$ cat src/rtl/uart_rx_frame_ctrl.sv
// UART receive-path controller: owns receiver enable and baud selection, and parses
// SYNC/LEN/payload/CHK frames into a payload buffer with accept/reject pulses.
module uart_rx_frame_ctrl #(
   parameter int                    DATA_WIDTH     = 8,
   parameter logic [DATA_WIDTH-1:0] SYNC_BYTE      = 8'hA5,
   parameter int                    MAX_LEN        = 16,
   parameter int                    ADDR_WIDTH     = 4,
   parameter int                    TIMEOUT_CYCLES = 2_000_000
) (
   input  logic                  i_clk,
   input  logic                  i_arst_n,
   input  logic                  i_ctrl_en,
   input  logic [3:0]            i_cfg_baud_sel,
   input  logic                  i_cfg_load,
   input  logic                  i_rx_done,
   input  logic [DATA_WIDTH-1:0] i_rx_data,
   output logic                  o_rx_enable,
   output logic [3:0]            o_baud_sel,
   output logic                  o_mem_we,
   output logic [ADDR_WIDTH-1:0] o_mem_addr,
   output logic [DATA_WIDTH-1:0] o_mem_wdata,
   output logic                  o_pkt_valid,
   output logic [ADDR_WIDTH:0]   o_pkt_len,
   output logic                  o_pkt_error,
   output logic [1:0]            o_err_code,
   output logic                  o_busy
);

   localparam int         TMO_W    = $clog2(TIMEOUT_CYCLES + 1);
   localparam logic [1:0] ERR_LEN  = 2'b01;
   localparam logic [1:0] ERR_CHK  = 2'b10;
   localparam logic [1:0] ERR_TMO  = 2'b11;

   typedef enum logic [2:0] {
      S_IDLE,
      S_WAIT_SYNC,
      S_GET_LEN,
      S_GET_DATA,
      S_GET_CHK,
      S_DONE,
      S_ERROR
   } state_t;

   state_t                r_state;
   logic [ADDR_WIDTH:0]   r_len;
   logic [ADDR_WIDTH:0]   r_idx;
   logic [DATA_WIDTH-1:0] r_chk;
   logic [TMO_W-1:0]      r_tmo;

   logic                  r_rx_enable;
   logic [3:0]            r_baud_sel;
   logic                  r_mem_we;
   logic [ADDR_WIDTH-1:0] r_mem_addr;
   logic [DATA_WIDTH-1:0] r_mem_wdata;
   logic                  r_pkt_valid;
   logic [ADDR_WIDTH:0]   r_pkt_len;
   logic                  r_pkt_error;
   logic [1:0]            r_err_code;
   logic                  r_busy;

   logic                  w_len_ok;
   logic                  w_tmo_hit;
   logic                  w_last_byte;
   logic                  w_cfg_window;

   assign w_len_ok     = (i_rx_data != '0) && (i_rx_data <= DATA_WIDTH'(MAX_LEN));
   assign w_tmo_hit    = (r_tmo == TMO_W'(TIMEOUT_CYCLES - 1));
   assign w_last_byte  = ((r_idx + (ADDR_WIDTH+1)'(1)) == r_len);
   assign w_cfg_window = (r_state == S_IDLE) || (r_state == S_WAIT_SYNC);

   // Pulses default low each cycle; an rx_done in the same cycle as a timeout takes priority.
   always_ff @(posedge i_clk or negedge i_arst_n) begin
      if (!i_arst_n) begin
         r_state     <= S_IDLE;
         r_len       <= '0;
         r_idx       <= '0;
         r_chk       <= '0;
         r_tmo       <= '0;
         r_rx_enable <= 1'b0;
         r_baud_sel  <= 4'b0011;
         r_mem_we    <= 1'b0;
         r_mem_addr  <= '0;
         r_mem_wdata <= '0;
         r_pkt_valid <= 1'b0;
         r_pkt_len   <= '0;
         r_pkt_error <= 1'b0;
         r_err_code  <= 2'b00;
         r_busy      <= 1'b0;
      end else begin
         r_rx_enable <= i_ctrl_en;
         r_mem_we    <= 1'b0;
         r_pkt_valid <= 1'b0;
         r_pkt_error <= 1'b0;

         if (i_cfg_load && w_cfg_window) begin
            r_baud_sel <= i_cfg_baud_sel;
         end

         if (!i_ctrl_en) begin
            r_state <= S_IDLE;
            r_busy  <= 1'b0;
            r_tmo   <= '0;
         end else begin
            case (r_state)
               S_IDLE: begin
                  r_state <= S_WAIT_SYNC;
               end

               S_WAIT_SYNC: begin
                  if (i_rx_done && (i_rx_data == SYNC_BYTE)) begin
                     r_state <= S_GET_LEN;
                     r_busy  <= 1'b1;
                     r_tmo   <= '0;
                  end
               end

               S_GET_LEN: begin
                  if (i_rx_done) begin
                     r_tmo <= '0;
                     if (w_len_ok) begin
                        r_len   <= (ADDR_WIDTH+1)'(i_rx_data);
                        r_chk   <= i_rx_data;
                        r_idx   <= '0;
                        r_state <= S_GET_DATA;
                     end else begin
                        r_state     <= S_ERROR;
                        r_pkt_error <= 1'b1;
                        r_err_code  <= ERR_LEN;
                        r_busy      <= 1'b0;
                     end
                  end else if (w_tmo_hit) begin
                     r_state     <= S_ERROR;
                     r_pkt_error <= 1'b1;
                     r_err_code  <= ERR_TMO;
                     r_busy      <= 1'b0;
                  end else begin
                     r_tmo <= r_tmo + TMO_W'(1);
                  end
               end

               S_GET_DATA: begin
                  if (i_rx_done) begin
                     r_tmo       <= '0;
                     r_mem_we    <= 1'b1;
                     r_mem_addr  <= r_idx[ADDR_WIDTH-1:0];
                     r_mem_wdata <= i_rx_data;
                     r_chk       <= r_chk ^ i_rx_data;
                     r_idx       <= r_idx + (ADDR_WIDTH+1)'(1);
                     if (w_last_byte) begin
                        r_state <= S_GET_CHK;
                     end
                  end else if (w_tmo_hit) begin
                     r_state     <= S_ERROR;
                     r_pkt_error <= 1'b1;
                     r_err_code  <= ERR_TMO;
                     r_busy      <= 1'b0;
                  end else begin
                     r_tmo <= r_tmo + TMO_W'(1);
                  end
               end

               S_GET_CHK: begin
                  if (i_rx_done) begin
                     r_tmo  <= '0;
                     r_busy <= 1'b0;
                     if (i_rx_data == r_chk) begin
                        r_state     <= S_DONE;
                        r_pkt_valid <= 1'b1;
                        r_pkt_len   <= r_len;
                     end else begin
                        r_state     <= S_ERROR;
                        r_pkt_error <= 1'b1;
                        r_err_code  <= ERR_CHK;
                     end
                  end else if (w_tmo_hit) begin
                     r_state     <= S_ERROR;
                     r_pkt_error <= 1'b1;
                     r_err_code  <= ERR_TMO;
                     r_busy      <= 1'b0;
                  end else begin
                     r_tmo <= r_tmo + TMO_W'(1);
                  end
               end

               S_DONE: begin
                  r_state <= S_WAIT_SYNC;
               end

               S_ERROR: begin
                  r_state <= S_WAIT_SYNC;
               end

               default: begin
                  r_state <= S_IDLE;
                  r_busy  <= 1'b0;
               end
            endcase
         end
      end
   end

   assign o_rx_enable = r_rx_enable;
   assign o_baud_sel  = r_baud_sel;
   assign o_mem_we    = r_mem_we;
   assign o_mem_addr  = r_mem_addr;
   assign o_mem_wdata = r_mem_wdata;
   assign o_pkt_valid = r_pkt_valid;
   assign o_pkt_len   = r_pkt_len;
   assign o_pkt_error = r_pkt_error;
   assign o_err_code  = r_err_code;
   assign o_busy      = r_busy;

endmodule

$ cat config.mk
export PLATFORM = sky130hd
export DESIGN_NAME = uart_rx_frame_ctrl
export DESIGN_NICKNAME = d
export VERILOG_FILES = /design/src/rtl/uart_rx_frame_ctrl.sv
export SDC_FILE = /design/constraint.sdc
export NUM_CORES = 1
export LEC_CHECK = 0
export ABC_AREA = 1
export BUFFER_PORTS_ARGS = -buffer_cell sky130_fd_sc_hd__buf_2
export CAP_MARGIN = 20
export CORE_AREA = 10 10 124 126
export CTS_CLUSTER_SIZE = 28
export DETAILED_ROUTE_END_ITERATION = 8
export DIE_AREA = 0 0 134 136
export HOLD_SLACK_MARGIN = 0.12
export PLACE_DENSITY = 0.49
export SLEW_MARGIN = 20
export SYNTH_ARGS = -nofsm -noshare
export SYNTH_HDL_FRONTEND = slang
export SYNTH_SLANG_ARGS = --single-unit
$ cat constraint.sdc
create_clock -name i_clk -period 2.1 [get_ports i_clk]
set_input_delay 0.315 -clock i_clk [delete_from_list [all_inputs] [get_ports i_clk]]
set_output_delay 0.315 -clock i_clk [all_outputs]
set_load 0.02 [all_outputs]
-- After elaboration in Yosys (flattened, before gate mapping)
Cells that the tools add are included.
- bits in registers: 70
- bits of input ports: 17
- logic and storage cells: 113
- add/sub/neg operators: 2
- magnitude comparators: 1
- eq/ne operators: 23
- mux-type cells: 53
- bitwise logic cells: 1
- reductions and logical operators: 18
- operator list (operator ; number):
    21-bit two-way mux ; 4
    21-bit one-hot mux with 2 select lines ; 1
    3-bit two-way mux ; 8
    8-bit two-way mux ; 3
    21-bit by 1-bit adder with 21-bit output (second input constant) ; 1
    21-bit == test (second input constant) ; 1
    1-bit two-way mux ; 21
    8-bit one-hot mux with 2 select lines ; 1
    5-bit two-way mux ; 3
    3-bit one-hot mux with 5 select lines ; 1
    2-bit two-way mux ; 7
    4-bit != test (second input constant) ; 3
    4-bit AND reduction ; 3
    2-bit != test (second input constant) ; 5
    5-bit one-hot mux with 2 select lines ; 1
    5-bit AND reduction ; 2
    3-bit == test (second input constant) ; 3
    3-bit != test (second input constant) ; 3
    8-bit == test ; 1
    8-bit == test (second input constant) ; 1
    8-bit by 5-bit <= comparator with 1-bit output (second input constant) ; 1
    8-bit nonzero test ; 1
    8-bit XOR ; 1
    3-bit by 2-bit == test with 1-bit output (second input constant) ; 2
    other kinds (15) ; 20

-- Logic depth before layout (Yosys ltp)
- depth after elaboration: 6
- mapped depth: 13
- depth with buffers taken out: 13

-- Worst setup path after synthesis
Ideal clock, no wire load.
- kind: reg2reg
- from: register r_tmo[0]
- to: register r_tmo[19]
- library setup time: 119 ps
- arrival: 1492 ps
- required time: 1981 ps
- path slack: 489 ps
- stages on the path, launching flop included: 10
- buffers on the path: 1
- cell sequence: dfrtp_1 > ha_1 > nand3_2 > nor2_1 > nand3_1 > nor2_2 > nor2_2 > buf_6 > a21oi_1 > nor2_1
- word-level cells in the longest chain between the ends: 5
- elaborated cells between the ends (all ways): 8
- those cells by class: 1 x add/sub; 2 x eq/ne; 4 x mux; 1 x reduce/logical
- RTL lines (what ; line ; RTL):
    start, declared ; 48 ; logic [TMO_W-1:0] r_tmo;
    start signal, assigned ; 137 ; r_tmo <= r_tmo + TMO_W'(1);
    start signal, assigned ; 158 ; r_tmo <= r_tmo + TMO_W'(1);
    start signal, assigned ; 181 ; r_tmo <= r_tmo + TMO_W'(1);
    21-bit by 1-bit adder with 21-bit output ; 137, 158, 181 ;
    21-bit two-way mux ; 131, 152, 175 ;
    21-bit two-way mux ; 163 ; if (i_rx_done) begin
    21-bit one-hot mux with 2 select lines ; 104 ; case (r_state)
    21-bit two-way mux ; 99 ; if (!i_ctrl_en) begin
Several ways; a longest one is shown, not always the timed one. The select of a mux whose other input is x is not followed.
A chain may end at the register's enable or synchronous reset.

-- Worst setup path after layout
- from: register r_tmo[0]
- to: register r_tmo[20]
The elaborated chain is that of the path after synthesis.

==> impl_metrics.json <==
{
  "fp.dieH_um": 136,
  "clk_transition_reported_paths_ns": 0.06,
  "cts_max_path_buffers": 2,
  "cts.sink_count": 70,
  "critPathRequiredTime_ns": 2.37,
  "rsz_0062_raised_after_global_routing": "false",
  "finalSetupViolCount": 0,
  "dieArea_um2": 18220,
  "synth_cell_types": 39,
  "cp_slowest_cell": "dfrtp_1",
  "power.density_nw_per_um2": 1099,
  "dominant_combinational_cell_family_by_area_after_synthesis": "simple AND/OR/NAND/NOR gates",
  "netlist_area_um2": 4054,
  "core_um2": 12980,
  "dp_slack_ns": 0.01064,
  "worst-slew-pin-transition_ns": 0.4947,
  "synthAdderAreaFrac": 0.006173,
  "synthTopCellsByCount": "nand2_1, dfrtp_1, nand3_1",
  "total_number_of_vias": 3784,
  "drt.antenna.violating_nets": 0,
  "synth.avg_cell_area_um2": 7.466,
  "die_x_um": 134,
  "postSynthNetCount": 562,
  "ys_async_sr_fraction": 1.000,
  "grt_start_max_net_pins": 71,
  "grt_first_pass_wirelength_um": 19030,
  "synth_edf_count": 0,
  "path_class": "reg -> reg",
  "path_cells": "ha_2, nand3_2, buf_4, nor2_1, nand2_1, nor3b_1, nand3_1, nand2_1, nand2_1, nor2_1",
  "yosysWarningCount": 0,
  "finalCriticalPeriod_ns": 1.883,
  "fin_skew_ns": 0.006337,
  "synth.top_cell.area_share": 0.4198,
  "grt_remaining_overflow": 0,
  "drc_errors": 0,
  "clock_tree_from_tritoncts": "built",
  "grt_util_all_layers": 0.1305,
  "routabilityCongestion": 0.9067,
  "crit_path_max_incr_delay_ns": 0.42,
  "sequential_element_share_of_the_synthesized_area": 0.4327,
  "finalWorstSetupSlack_ns": 0.2169,
  "run_status": "finished, final reports clean",
  "ff_latch_count_synth": 70,
  "endpoint_kind": "flip-flop",
  "grt_pass1_vias": 3730,
  "cts-buffers-inserted": 9,
  "post_drt_wl_per_cell_um": 14.37,
  "timing.final.max_slew_violations": 0,
  "fillers": 1378,
  "worst_ep_arrival_time_ns": 2.15,
  "synthesized_area_fraction_occupied_by_and_or_nand_nor_cells": 0.3386,
  "totalWireLength_um": 11270,
  "slew_headroom": 0.6694,
  "post_synth_main_area_contributors": "dfrtp_1, nand2_1, nand3_1",
  "ctsHtreeMaxLevel": 3,
  "antenna_diodes": 0,
  "io_buffers": 44,
  "sequential_cell_area_um2": 1754,
  "latest_clock_arrival_within_the_worst_skew_pair_ns": 0.34,
  "dr.first_iter.drc_count": 323,
  "vdd.ir_drop.worst_v": 0.0004312,
  "leakagePower_nw": 2.281,
  "critical_path_buf_inv_count": 1,
  "synth.area.mux_share": 0.01111,
  "first_pass_iters": 5,
  "synth_most_common_cell": "nand2_1",
  "cap_viol_max_count": 0,
  "worst_path_dominant_cell_family": "simple AND/OR/NAND/NOR gates",
  "post_synth_xor_area_fraction": 0.04105,
  "layout.nets": 623,
  "final_layout_size_suffix_gt1_frac": 0.1826,
  "setup_total_negative_slack_ns": 0,
  "clk_root_buffer_cell": "clkbuf_16",
  "detailed_placer_s_ending_hpwl_um": 8271,
  "setup.worst_path.start_class": "flip-flop",
  "post-cts-setup-buffers": 0,
  "share_of_the_synthesized_area_in_compound_gates_ao_oa_aoi_oai": 0.09630,
  "yosysTopAreaCell": "dfrtp_1",
  "synth_flop_cell": "dfrtp_1",
  "top_level_ports": 45,
  "final_worst_path_cycle_share": 0.8967,
  "hp-class": "in -> reg",
  "synthCells": 543,
  "floorplan.rows": 42,
  "routed_via_density": 4.827,
  "crit_path_frequent_cell": "nand2_1",
  "fmax_mhz": 531.0,
  "antenna_violations_before_repair": 0,
  "multiInputGateArea_um2": 2021,
  "crit_path_max_fanout": 5,
  "area_growth_syn_to_layout_pct": 20.86,
  "hold_viol_final": 0,
  "floorplan.initialDensity": 0.3123
}
-- cells in the final DEF, fill, tap and decap left out, types with 9 or more instances in the layout --
cell type,instances
buf_2,44
buf_4,20
clkbuf_16,9
dfrtp_1,68
inv_1,48
nand2_1,144
nand3_1,63
nand4_1,14
nor2_1,63
nor3_1,10
o21ai_0,35
xnor2_1,9
xor2_1,10
-- through the flow --
stage / cells / utilization / instance area (µm²) / hold WS [ns] / power [mW]
4_1_cts: 784 / 0.3762 / 4883 / 0.1935 / 5.462
5_1_grt: 784 / 0.3775 / 4900 / 0.2075 / 5.792
3_5_place_dp: 768 / 0.3520 / 4569 / 0.3781 / 3.860
3_3_place_gp: 768 / 0.3520 / 4569 / 0.3725 / 3.829
2_1_floorplan: 543 / - / 4054 / 0.01941 / 3.275
6_report: 784 / 0.3775 / 4900 / 0.2027 / 5.383
-- repair_timing --
item                                   in CTS  in global routing
setup endpoints to repair                   1                  7
gates cloned                                0                  0
gates resized for setup                     1                  3
hold buffers                                1                  0
endpoints found under the hold margin      68                  0
-- routing by layer --
layer	vias up	wire (µm)	global-route usage
met5	-	0	0
met4	0	252	0.06167
met1	1770	5479	0.1706
met3	19	479	0.02399
li1	1900	-	-
met2	95	5056	0.2046
-- worst register-to-register path: stages (launching register included) --
cell,delay [ns]
dfrtp_1,0.42
ha_2,0.26
nand3_2,0.08
buf_4,0.17
nor2_1,0.12
nand2_1,0.10
nor3b_1,0.32
nand3_1,0.12
nand2_1,0.07
nand2_1,0.04
nor2_1,0.11
-- sequential cells by signal, summed over array words and instances, names as in the netlist, 4 cells and up --
name,cells
o_pkt_len,5
o_baud_sel,4
r_len,5
o_mem_addr,4
r_idx,5
o_mem_wdata,8
r_chk,8
r_tmo,21
-- final timing paths --
kind                       slack (ns)             to  cells after the start               from
min in group asynchronous        0.53       r_chk[7]                      3           i_arst_n
min reg2reg                      0.47   o_pkt_len[4]                      2       o_pkt_len[4]
max reg2reg                      0.22      r_tmo[20]                     10           r_tmo[0]
max                              0.22      r_tmo[20]                     10           r_tmo[0]
max in group asynchronous        1.23  o_baud_sel[1]                      3           i_arst_n
min                              0.20  o_baud_sel[0]                      2  i_cfg_baud_sel[0]
-- cell type report --
| type | instances | area share |
|---|---|---|
| multi-input combinational | 403 | 0.4124 |
| sequential | 70 | 0.3580 |
| timing repair buffer | 66 | 0.08172 |
| clock buffer | 10 | 0.04877 |
| tap | 176 | 0.04494 |
| inverter | 54 | 0.04188 |
| clock inverter | 5 | 0.01226 |
-- kinds of logic after synthesis --
group | count (synthesis)
AO/OA/AOI/OAI | 67
XOR/XNOR | 19
adder cells (fa/ha/maj) | 2
buffers and inverters | 70
flip-flops | 70
multiplexers | 4
AND/OR/NAND/NOR | 311
-- power breakdown --
group	internal (mW)	total [mW]	switching [mW]
Clock	0.946	1.55	0.602
Sequential	1.69	1.96	0.271
Combinational	0.665	1.88	1.21
Total	3.30	5.38	2.08
Note: power is estimated with default switching activity, not from simulation.
